$ cat src/rtl/game_ctrl_multi.sv
// Turn-based game controller for NUM_PLAYERS players: phase sequencing, move
// checking, per-turn timeout, saturating scores and an optional LFSR opponent.
module game_ctrl_multi #(
   parameter  int NUM_PLAYERS    = 2,
   parameter  int SYM_W          = 2,
   parameter  int SCORE_W        = 4,
   parameter  int BASE_TICKS     = 8,
   parameter  int TARGET_DEFAULT = 3,
   parameter  int CPU_DELAY      = 2,
   localparam int PW             = (NUM_PLAYERS > 2) ? $clog2(NUM_PLAYERS) : 1,
   localparam int TIMER_W        = $clog2(BASE_TICKS + 1)
) (
   input  logic                           clk,
   input  logic                           rst,
   input  logic                           tick,
   input  logic                           start_p,
   input  logic                           set_p,
   input  logic [NUM_PLAYERS-1:0]         move_valid,
   input  logic [NUM_PLAYERS*SYM_W-1:0]   move,
   input  logic                           cfg_pve,
   input  logic [1:0]                     cfg_speed,
   input  logic [SCORE_W-1:0]             cfg_target,
   output logic [2:0]                     state,
   output logic [PW-1:0]                  turn,
   output logic [SYM_W-1:0]               last_move,
   output logic [TIMER_W-1:0]             time_left,
   output logic [PW-1:0]                  round_winner,
   output logic                           winner_valid,
   output logic                           match_over,
   output logic [NUM_PLAYERS*SCORE_W-1:0] scores,
   output logic                           pve_active
);

   typedef enum logic [2:0] {
      ST_INITIAL = 3'd0,
      ST_WAITING = 3'd1,
      ST_GAMING  = 3'd2,
      ST_SETTLE  = 3'd3,
      ST_SETTING = 3'd4
   } state_e;

   localparam int             CD_W    = (CPU_DELAY < 2) ? 1 : $clog2(CPU_DELAY + 1);
   localparam logic [PW-1:0]  LAST_ID = PW'(NUM_PLAYERS - 1);

   state_e               state_q;
   logic [PW-1:0]        turn_q, round_winner_q;
   logic [SYM_W-1:0]     last_move_q;
   logic [TIMER_W-1:0]   time_left_q;
   logic                 winner_valid_q, match_over_q, pve_q, has_last_q;
   logic [1:0]           speed_q;
   logic [SCORE_W-1:0]   target_q;
   logic [7:0]           lfsr_q;
   logic [CD_W-1:0]      cpu_cnt_q;
   logic [SCORE_W-1:0]   score_q [NUM_PLAYERS];

   logic [TIMER_W-1:0]   reload;
   logic [7:0]           lfsr_d;
   logic                 cpu_turn, human_mv, cpu_mv, timeout, mv_en, lose;
   logic [SYM_W-1:0]     mv_sym;
   logic [PW-1:0]        turn_nxt, prev_player;
   logic [SCORE_W-1:0]   win_score;

   // NOTE: every always_comb output is assigned before any conditional use, so no latch is inferred.
   always_comb begin
      reload = TIMER_W'(BASE_TICKS >> speed_q);
      if (reload == '0) reload = TIMER_W'(1);
      lfsr_d      = {1'b0, lfsr_q[7:1]} ^ (lfsr_q[0] ? 8'hB8 : 8'h00);
      cpu_turn    = pve_q && (turn_q == LAST_ID);
      human_mv    = move_valid[turn_q] && !cpu_turn;
      cpu_mv      = cpu_turn && ((CPU_DELAY == 0) || (tick && (int'(cpu_cnt_q) == CPU_DELAY - 1)));
      timeout     = tick && (time_left_q == TIMER_W'(1));
      // A human move beats a same-cycle timeout; the CPU's scheduled move does not.
      mv_en       = human_mv || (cpu_mv && !timeout);
      mv_sym      = cpu_turn ? lfsr_q[SYM_W-1:0] : move[int'(turn_q)*SYM_W +: SYM_W];
      lose        = mv_en ? (has_last_q && (mv_sym == last_move_q)) : timeout;
      turn_nxt    = (turn_q == LAST_ID) ? '0 : turn_q + 1'b1;
      prev_player = (turn_q == '0) ? LAST_ID : turn_q - 1'b1;
      win_score   = score_q[prev_player];
      if (win_score != '1) win_score = win_score + 1'b1;
   end

   // NOTE: sequential state uses non-blocking assignments only; the small score file is reset with the rest.
   always_ff @(posedge clk or posedge rst) begin
      if (rst) begin
         state_q        <= ST_INITIAL;
         turn_q         <= '0;
         round_winner_q <= '0;
         last_move_q    <= '0;
         time_left_q    <= '0;
         winner_valid_q <= 1'b0;
         match_over_q   <= 1'b0;
         pve_q          <= 1'b0;
         has_last_q     <= 1'b0;
         speed_q        <= 2'd0;
         target_q       <= SCORE_W'(TARGET_DEFAULT);
         lfsr_q         <= 8'h01;
         cpu_cnt_q      <= '0;
         for (int p = 0; p < NUM_PLAYERS; p++) score_q[p] <= '0;
      end else begin
         lfsr_q <= lfsr_d;
         case (state_q)
            ST_INITIAL: begin
               for (int p = 0; p < NUM_PLAYERS; p++) score_q[p] <= '0;
               match_over_q <= 1'b0;
               state_q      <= ST_WAITING;
            end
            ST_WAITING: begin
               if (start_p) begin
                  turn_q         <= '0;
                  has_last_q     <= 1'b0;
                  time_left_q    <= reload;
                  winner_valid_q <= 1'b0;
                  cpu_cnt_q      <= '0;
                  state_q        <= ST_GAMING;
               end else if (set_p) begin
                  state_q <= ST_SETTING;
               end
            end
            ST_SETTING: begin
               if (set_p) begin
                  pve_q    <= cfg_pve;
                  speed_q  <= cfg_speed;
                  target_q <= (cfg_target == '0) ? SCORE_W'(1) : cfg_target;
                  state_q  <= ST_WAITING;
               end
            end
            ST_GAMING: begin
               if (set_p) begin
                  state_q <= ST_WAITING;
               end else if (lose) begin
                  round_winner_q       <= prev_player;
                  score_q[prev_player] <= win_score;
                  match_over_q         <= (win_score >= target_q);
                  winner_valid_q       <= 1'b1;
                  time_left_q          <= '0;
                  state_q              <= ST_SETTLE;
               end else if (mv_en) begin
                  last_move_q <= mv_sym;
                  has_last_q  <= 1'b1;
                  turn_q      <= turn_nxt;
                  time_left_q <= reload;
                  cpu_cnt_q   <= '0;
               end else if (tick) begin
                  time_left_q <= time_left_q - 1'b1;
                  if (cpu_turn) cpu_cnt_q <= cpu_cnt_q + 1'b1;
               end
            end
            ST_SETTLE: begin
               if (start_p) begin
                  winner_valid_q <= 1'b0;
                  if (match_over_q) begin
                     for (int p = 0; p < NUM_PLAYERS; p++) score_q[p] <= '0;
                     match_over_q <= 1'b0;
                     state_q      <= ST_WAITING;
                  end else begin
                     // The loser of the previous round opens the next one.
                     has_last_q  <= 1'b0;
                     time_left_q <= reload;
                     cpu_cnt_q   <= '0;
                     state_q     <= ST_GAMING;
                  end
               end
            end
            default: state_q <= ST_INITIAL;
         endcase
      end
   end

   assign state        = state_q;
   assign turn         = turn_q;
   assign last_move    = last_move_q;
   assign time_left    = time_left_q;
   assign round_winner = round_winner_q;
   assign winner_valid = winner_valid_q;
   assign match_over   = match_over_q;
   assign pve_active   = pve_q;

   for (genvar g = 0; g < NUM_PLAYERS; g++) begin : g_scores
      assign scores[g*SCORE_W +: SCORE_W] = score_q[g];
   end

endmodule

$ cat config.mk
export PLATFORM = sky130hd
export DESIGN_NAME = game_ctrl_multi
export DESIGN_NICKNAME = d
export VERILOG_FILES = /design/src/rtl/game_ctrl_multi.sv
export SDC_FILE = /design/constraint.sdc
export NUM_CORES = 1
export LEC_CHECK = 0
export CAP_MARGIN = 20
export CELL_PAD_IN_SITES_DETAIL_PLACEMENT = 0
export CELL_PAD_IN_SITES_GLOBAL_PLACEMENT = 1
export CORE_UTILIZATION = 43
export DETAILED_ROUTE_END_ITERATION = 10
export PLACE_DENSITY_LB_ADDON = 0.1
export SLEW_MARGIN = 30
export SYNTH_ARGS = -nofsm -noshare
export SYNTH_HDL_FRONTEND = slang
export SYNTH_SLANG_ARGS = --single-unit
$ cat constraint.sdc
create_clock -name clk -period 7.85 [get_ports clk]
set_input_delay 1.9625 -clock clk [delete_from_list [all_inputs] [get_ports clk]]
set_output_delay 1.9625 -clock clk [all_outputs]
set_load 0.05 [all_outputs]
Word level (Yosys, flattened, before mapping)

Cells that the tools add are included.

Bits in registers: 39
Input bits: 18
Output and inout port bits: 22
Word-level logic and storage cells: 146

$add $sub $neg: 5
Order comparisons: 4
Equality and inequality tests: 23
Shifts and indexed selects: 2
Muxes and demuxes: 63
Bitwise logic cells: 4
Reductions and logical operators: 30

Operator list:

| kind                 | count |
|---|---|
| $mux W4              | 14 |
| $mux W8              | 5 |
| $pmux W8 S3          | 1 |
| $mux W2              | 10 |
| $mux W1              | 18 |
| $mux W3              | 6 |
| $ne A2 B2 Y1 const B | 9 |
| $reduce_and A4 Y1    | 4 |
| $pmux W3 S5          | 1 |
| $ne A3 B3 Y1 const B | 4 |
| $pmux W4 S3          | 1 |
| $reduce_and A5 Y1    | 2 |
| $bwmux W8            | 1 |
| $logic_and A1 B1 Y1  | 8 |
| $logic_not A4 Y1     | 2 |
| $ne A4 B4 Y1 const B | 2 |
| $reduce_and A8 Y1    | 1 |
| $xor A7 B8 Y8        | 1 |
| $reduce_and A7 Y1    | 1 |
| $eq A3 B2 Y1 const B | 2 |
| $pmux W1 S3          | 2 |
| $pmux W2 S3          | 1 |
| $reduce_and A6 Y1    | 1 |
| $reduce_bool A3 Y1   | 2 |
| other kinds (28)     | 32 |

Depth between registers and ports, before layout

Gate-level depths: netlist of run 1.

Depth in word-level cells: 12
Depth in mapped cells: 13
Gate-level depth less buffers: 12

Worst setup path before layout of run 1

No wires, ideal clock.

Path type: input to register
Start point: in move[3]
End point: reg round_winner_q, in the netlist round_winner
Library setup time: 125 ps
Arrival: 3323 ps
Required time: 7725 ps
Slack: 4403 ps
Stages: 6
Path buffers: 0
Cell sequence: mux2_4 mux2i_4 xnor2_1 a31oi_4 nor3_1 mux2_2

Word-level cells in the longest chain between the ends: 6

RTL lines:

| element                            | line | text |
|---|---|---|
| start: declaration                 | 19   | `input logic [NUM_PLAYERS*SYM_W-1:0] move,` |
| $shiftx A4 B3 Y2                   | 74   | `mv_sym = cpu_turn ? lfsr_q[SYM_W-1:0] : move[int'(turn_q)*SYM_W +: SYM_W];` |
| $mux W2                            | 74   |  |
| $eq A2 B2 Y1                       | 75   | `lose = mv_en ? (has_last_q && (mv_sym == last_move_q)) : timeout;` |
| $logic_and A1 B1 Y1                | 75   |  |
| $mux W1                            | 75   |  |
| $reduce_and A3 Y1 (no source line) | n/a  |  |
| end signal: assignment             | 131  | `round_winner_q <= prev_player;` |
| end: declaration                   | 46   | `logic [PW-1:0] turn_q, round_winner_q;` |

Every way passes these cells.
A chain may end at the register's enable or synchronous reset.

Worst setup path in the final report of run 1

Start point: in tick
End point: reg time_left_q[0], in the netlist time_left[0]

Word-level cells in the longest chain between the ends: 8
Elaborated cells on any way between the ends: 13
Those cells by class: 1 x eq/ne; 5 x mux; 7 x reduce/logical

RTL lines:

| element                                                        | line    | text |
|---|---|---|
| start: declaration                                             | 15      | `input logic tick,` |
| $logic_and A1 B1 Y1, on equally long branches                  | 70, 71  |  |
| $logic_and A1 B1 Y1 / $logic_not A1 Y1 (equally long branches) | 70, 73  |  |
| $logic_and A1 B1 Y1                                            | 73      | `mv_en = human_mv \|\| (cpu_mv && !timeout);` |
| $logic_or A1 B1 Y1                                             | 73      |  |
| $mux W4 / $mux W1 (equally long branches)                      | 137, 75 |  |
| $mux W4                                                        | 130     | `end else if (lose) begin` |
| $mux W4                                                        | 128     | `if (set_p) begin` |
| $pmux W4 S3                                                    | 101     | `case (state_q)` |
| end signal: assignment                                         | 111     | `time_left_q <= reload;` |
| end signal: assignment                                         | 141     | `time_left_q <= reload;` |
| end signal: assignment                                         | 144     | `time_left_q <= time_left_q - 1'b1;` |
| end: declaration                                               | 48      | `logic [TIMER_W-1:0] time_left_q;` |

Several ways; a longest one is shown, not always the timed one. The select of a mux whose other input is x is not followed.

==> metrics.md, run 1 <==
| Metric | Value |
|---|---|
| Seq pwr share | `0.337` |
| Total congestion overflow | `0` |
| Total power | `934.8 µW` |
| CTS HTree Levels | `2` |
| Sequential element share of the synthesized area | `0.4295` |
| Worst-path maximum fanout | `6` |
| Fraction of registers with async set or reset after synthesis | `1.000` |
| CTS tree | `yes` |
| Clk pin slew, worst setup/hold paths | `0.08 ns` |
| # hold bufs at CTS | `0` |
| Share of post-route cells with drive strength above 1 | `0.09594` |
| Clock sinks | `39` |
| FP Rows | `26` |
| M3 GR Usage | `0.03748` |
| CP top delay family | `simple AND/OR/NAND/NOR gates` |
| Worst reg2reg setup slack | `4.31 ns` |
| Cts repair resizes | `0` |
| Largest net degree at the start of global routing | `40` |
| GR Util All Layers | `0.2067` |
| Syn avg cell area | `a little under 10 µm²` |
| Post-Synthesis Cells | `235` |
| HPWL Detailed | `~3.7 mm` |
| Startpoint type of the worst setup path | `input port` |
| Final min period | `~4 ns` |
| Fin nets | `296` |
| Area growth, synth to finish | `24.85%` |
| Vias per cell | `5.628` |
| WHS Endpoint | `lfsr_q[6]$_DFF_PP0_` |
| Clock insertion delay at the later pin of the skew report | `0.30 ns` |
| Busiest grt layer | `met2` |
| Dpl ws | `3.554 ns` |
| Slew margin rel. | `0.5305` |
| Sw Ratio | `0.4303` |
| Peak VDD IR | `0.0001993 V` |
| Crit path buf inv count | `1` |
| Total setup buffers inserted after CTS | `0` |
| Via Count | `roughly 1,900` |
| Hold Vio Cnt, Final | `0` |
| Residual DRC count | `0` |
| Number of flops mapped to enable cells by yosys | `0` |
| Hold_sp | `lfsr_q[7]$_DFF_PP0_` |
| Slew @ Worst Pin | `0.7043 ns` |
| Setup TNS | `0 ns` |
| Initial Utilization | `0.4466` |
| Reg2Reg Depth | `13` |
| DR iter-0 viols | `215` |
| CP endpoint kind | `register` |
| GPL Wtd Cong | `0.8479` |
| Logic pwr share | `0.446` |
| Final Instance Area | `2848 µm²` |
| RSZ-0062 raised after global routing | `false` |
| Multi-input combinational cell area | `1175 µm²` |
| Total CTS buffers | `5` |
| Max-Cap Viols | `0` |
| Register area | `979.7 µm²` |
| Ports | `40` |
| Critical-path top delay cell | `clkdlybuf4s50_1` |
| Horiz. Die Dim | `around 75 µm` |
| Mapped cell area | `approximately 2300 µm²` |
| Most frequent cells in the layout | `clkdlybuf4s50_1 (39), dfrtp_1 (36), nor2_1 (21)` |
| Root Buffer | `clkbuf_8` |
| Worst R2R Start | `turn$_DFFE_PP0P_` |
| Total wire length | `5.238 mm` |
| Post-Place Cell Area | `2706 µm²` |
| Yosys reg bits | `39` |
| Final ANT Viol Nets | `0` |
| Setup Crit Path Kind | `in2reg` |
| PwrDens | `roughly 330 nW/µm²` |
| Clock Power Share | `0.218` |
| Arr. time, crit path | `4.21 ns` |
| Hold Path Class | `reg2reg` |
| Unique cell type count in the Yosys netlist | `56` |
| Die ar. | `5600 µm²` |
| Worst-case clock skew | `approximately 0.011 ns` |
| Final slew viol count | `0` |
| Main synth FF type | `dfrtp_1` |
| # port buffers | `39` |
| Final setup viols | `0` |
| First-pass GRT wire length | `8.742 mm` |
| Sw power | `approximately 400 µW` |
| Final setup margin | `3.852 ns` |
| Worst path required time | `around 8 ns` |
| Yosys warns | `0` |
| Drt first pass iters | `4` |
| R2r endpoint | `match_over$_DFFE_PP0P_` |
| Crit-path max cell delay | `0.55 ns` |
| CTS max path bufs | `2` |
| Diode count | `0` |
| Net count after synthesis | `261` |
| Cells along the critical path | `clkdlybuf4s50_1 > nor4bb_1 > o221ai_1 > or2_0 > nor2_1 > a31oi_1 > o22ai_1` |
| Die height | `74.83 µm` |
| Outcome | `completed` |
| Core Box Area | `5107 µm²` |
| Internal | `532.6 µW` |
| Number of global-route vias before repair | `1,813` |
| Final period util | `0.5093` |
| Worst hold slack | `0.3399 ns` |
| Avg WL per Cell | `15.36 µm` |
| Commonest non-fill, non-tap cell in the layout | `clkdlybuf4s50_1` |
| Hold path depth | `0` |
| Leakage | `0.001263 µW` |
| M1 GR Usage | `0.2841` |
| Antenna violations before repair | `0` |
| Met2 usage | `0.3343` |
| Fill count | `approximately 500` |
| FMAX | `~250 MHz` |
==> metrics by stage <==
stage / utilization / cells
finish: 0.5576 / 341
global route: 0.5576 / 341
CTS: 0.5566 / 341
detailed placement: 0.5299 / 333
global placement: 0.5299 / 333
floorplan: - / 235
==> Yosys cell counts (3+ instances only) <==
cell	n	area [µm²]
nand2_1	16	60.06
a31oi_1	4	25.02
ha_1	8	100.1
dfstp_2	3	78.83
dfrtp_1	36	900.9
nor3b_1	3	22.52
o22ai_1	3	18.77
nand3_1	4	20.02
a21oi_1	7	35.03
nor3_1	7	35.03
xnor2_1	4	35.03
o31ai_1	4	30.03
clkbuf_1	10	37.54
mux2_2	4	45.04
o21ai_0	13	65.06
o311ai_0	4	35.03
nor2_1	21	78.83
nand2b_1	6	37.54
inv_1	15	56.30
a21o_1	6	45.04
mux2i_1	7	70.07
o211ai_1	5	37.54
xor2_1	3	26.28
==> area by class of cell <==
cell class / count / share of cell area
multi-input combinational: 167 / 0.4126
sequential: 39 / 0.3440
timing repair buffer: 42 / 0.1450
tap: 70 / 0.03076
clock buffer: 5 / 0.02417
clock inverter: 3 / 0.02373
inverter: 15 / 0.01977
==> kinds of logic (layout without fill, tap and decap cells) <==
family / count (synthesis) / in the layout / synth area share
XOR/XNOR: 7 / 7 / 0.02688
AND/OR/NAND/NOR: 73 / 73 / 0.1640
buffers and inverters: 29 / 65 / 0.05759
multiplexers: 13 / 13 / 0.06692
AO/OA/AOI/OAI: 66 / 66 / 0.2112
adder cells (fa/ha/maj): 8 / 8 / 0.04389
flip-flops: 39 / 39 / 0.4295
==> worst max path at each step <==
| stage | slack [ns] | startpoint | depth (start not counted) | to |
|---|---|---|---|---|
| floorplan | 4.40 | move[3] | 6 | round_winner$_DFFE_PP0P_ |
| global route | 3.57 | tick | 7 | time_left[0]$_DFFE_PP0P_ |
| detailed placement | 3.55 | tick | 7 | time_left[0]$_DFFE_PP0P_ |
| finish | 3.85 | tick | 7 | time_left[0]$_DFFE_PP0P_ |
| CTS | 3.84 | tick | 7 | time_left[0]$_DFFE_PP0P_ |
| global placement | 3.52 | tick | 7 | time_left[0]$_DFFE_PP0P_ |
==> worst register-to-register path: stages, from the launching register on <==
cell      delay [ns]
dfrtp_1         0.65
buf_4           0.32
mux2i_1         0.31
inv_1           0.11
ha_1            0.27
nand2_1         0.23
mux2i_1         0.34
inv_1           0.08
ha_1            0.27
a21o_1          0.15
a21o_1          0.17
a21oi_1         0.21
a211oi_1        0.08
a22o_1          0.25
==> metal layers <==
layer / wire [µm] / vias up
met5: 0 / -
met4: 57 / 0
met1: 2472 / 931
li1: - / 931
met3: 195 / 6
met2: 2513 / 51
==> registers in the layout (all words and copies together), names as in the netlist <==
register / flops
cpu_cnt_q: 2
has_last_q: 1
last_move: 2
lfsr_q: 8
match_over: 1
pve_active: 1
round_winner: 1
scores: 8
speed_q: 2
state: 3
target_q: 4
time_left: 4
turn: 1
winner_valid: 1
==> power by group through the flow <==
stage / logic (µW) / registers [µW] / clock network [µW]
final: 417 / 315 / 203
after global routing: 455 / 326 / 213
after CTS: 417 / 315 / 206
after detailed placement: 415 / 318 / 0
after global placement: 416 / 318 / 0
after floorplan: 242 / 378 / 0
(Power assumes the default switching activity.)
==> run 2, diff against run 1 <==
- CORE_UTILIZATION: 43 -> 40
- clock period: 7.85 -> 3.9 ns (I/O delays scaled with it)
==> run 2 against run 1 <==
  * Hold slack better by 0.012 ns
  * Sequential cell count unchanged
  * Register-to-register slack got worse by 3.6 ns
  * Critical path type is now reg2reg
  * Die area increased by 7.3%
  * Sequential share of layout area is 0.076 points higher
  * First-iteration DRC count decreased by 57%
  * Critical path depth is 6 higher
  * Sequential power increased by 95%
  * Wire length grew 1.0%
  * Via count down 2.9%
  * Clock-buffer cell count rose by 1
  * Largest power group unchanged
==> metrics.md, run 2 (same netlist as run 1, synthesis figures left out) <==
| Metric | Value |
|---|---|
| Outcome | `completed` |
| Fill count | `540` |
| # port buffers | `39` |
| CTS tree | `yes` |
| Arr. time, crit path | `3.33 ns` |
| Crit-path max cell delay | `0.50 ns` |
| Via Count | `between 1,500 and 2,000` |
| Share of post-route cells with drive strength above 1 | `0.09890` |
| Setup TNS | `0 ns` |
| Worst-path maximum fanout | `9` |
| Post-Place Cell Area | `2724 µm²` |
| First-pass GRT wire length | `roughly 9 mm` |
| Die ar. | `6009 µm²` |
| DR iter-0 viols | `93` |
| Most frequent cells in the layout | `clkdlybuf4s50_1 (39), dfrtp_1 (36), nor2_1 (21)` |
| Total wire length | `5.292 mm` |
| Setup Crit Path Kind | `reg2reg` |
| Horiz. Die Dim | `77.52 µm` |
| Area growth, synth to finish | `24.58%` |
| Number of global-route vias before repair | `between 1,500 and 2,000` |
| Critical-path top delay cell | `dfrtp_1` |
| Leakage | `0.001270 µW` |
| Crit path buf inv count | `2` |
| Final period util | `0.8060` |
| Die height | `77.52 µm` |
| Startpoint type of the worst setup path | `register` |
| Final slew viol count | `0` |
| Residual DRC count | `0` |
| Final Instance Area | `2841 µm²` |
| Max-Cap Viols | `0` |
| Avg WL per Cell | `15.34 µm` |
| Initial Utilization | `0.4142` |
| CP most frequent cell | `a21o_1` |
| Final setup viols | `0` |
| Worst path required time | `4.08 ns` |
| Diode count | `0` |
| # hold bufs at CTS | `0` |
| CP top delay family | `compound AO/OA/AOI/OAI gates` |
| Placed insts | `337` |
| Total congestion overflow | `0` |
| Layout Cells excl Fill | `345` |
| Core Util, Final | `0.5160` |
| GPL Wtd Cong | `0.8250` |
| Peak VDD IR | `0.0003826 V` |
| Largest net degree at the start of global routing | `28` |
| Clk pin slew, worst setup/hold paths | `roughly 0.07 ns` |
| GR Util All Layers | `0.1905` |
| Total setup buffers inserted after CTS | `0` |
| CTS HTree Levels | `2` |
| Cells along the critical path | `buf_4 > nor2b_1 > a21o_1 > ha_1 > nand2_1 > mux2i_1 > inv_1 > ha_1 > a21o_1 > a21o_1 > a21oi_1 > a211oi_1 > a22o_1` |
| CP endpoint kind | `register` |
| Root Buffer | `clkbuf_8` |
| Clock sinks | `39` |
| Slew @ Worst Pin | `a little over 0.7 ns` |
| Worst-case clock skew | `0.005852 ns` |
| Cts repair resizes | `0` |
| PwrDens | `645.0 nW/µm²` |
| Clock insertion delay at the later pin of the skew report | `0.29 ns` |
| Multi-input combinational cell area | `approximately 1200 µm²` |
| Total CTS buffers | `5` |
| Ports | `40` |
| Antenna violations before repair | `0` |
| RSZ-0062 raised after global routing | `false` |
| FP Rows | `27` |
| Register area | `979.7 µm²` |
| Vias per cell | `5.403` |
| Final ANT Viol Nets | `0` |
| Hold Path Class | `reg2reg` |
| CTS max path bufs | `2` |
| Fin nets | `between 200 and 300` |
| Hold Vio Cnt, Final | `0` |
| Slew margin rel. | `0.5157` |
| Final min period | `3.143 ns` |
| HPWL Detailed | `3.870 mm` |
| FMAX | `318.1 MHz` |
| Core Box Area | `5507 µm²` |
| Commonest non-fill, non-tap cell in the layout | `clkdlybuf4s50_1` |
| Drt first pass iters | `4` |
-- run 2: cell count changes in the layout (fill, tap and decap cells not counted), sizes merged --
cell,delta
clkbuf,+1
clkinv,+1
clkinvlp,-1
buf,+2
bufinv,-1
-- run 2: through the flow --
step / setup slack, ns / power, µW / hold WS (ns)
after global routing: 0.5846 / 1951 / 0.3596
after CTS: 0.7592 / 1850 / 0.3517
final: 0.7566 / 1833 / 0.3516
after global placement: 0.5885 / 1490 / 0.3355
after detailed placement: 0.5505 / 1493 / 0.3347
after floorplan: 0.7666 / 1249 / 0.3312
-- run 2: worst paths after layout --
check                                    start                endpoint  slack, ns  cells past startpoint
setup / recovery              turn$_DFFE_PP0P_  match_over$_DFFE_PP0P_       0.76                     13
hold / removal             lfsr_q[3]$_DFF_PP0_     lfsr_q[2]$_DFF_PP0_       0.35                      0
setup reg to reg              turn$_DFFE_PP0P_  match_over$_DFFE_PP0P_       0.76                     13
hold reg to reg            lfsr_q[3]$_DFF_PP0_     lfsr_q[2]$_DFF_PP0_       0.35                      0
max in group asynchronous                  rst     lfsr_q[0]$_DFF_PP1_       2.00                      3
min in group asynchronous                  rst   scores[0]$_DFFE_PP0P_       1.09                      2
-- run 2: power by group --
| part | switching (µW) | leakage (µW) | internal, µW |
|---|---|---|---|
| Combinational | 544 | 0.000700 | 325 |
| Clock | 142 | 0.0000612 | 207 |
| Sequential | 114 | 0.000508 | 500 |
| Total | 800 | 0.00127 | 1030 |
-- run 2: final cells by class --
class | instances | area share
clock inverter | 2 | 0.01233
sequential | 39 | 0.3448
clock buffer | 6 | 0.02906
timing repair buffer | 44 | 0.1506
tap | 72 | 0.03170
inverter | 15 | 0.01982
multi-input combinational | 167 | 0.4117
-- run 2: metal layers --
metal / part of all wire / GRT usage / vias up
met2: 0.49 / 0.3142 / 32
met3: 0.029 / 0.03529 / 5
met4: 0.013 / 0.07170 / 0
li1: - / - / 937
met5: 0 / 0 / -
met1: 0.46 / 0.2476 / 890
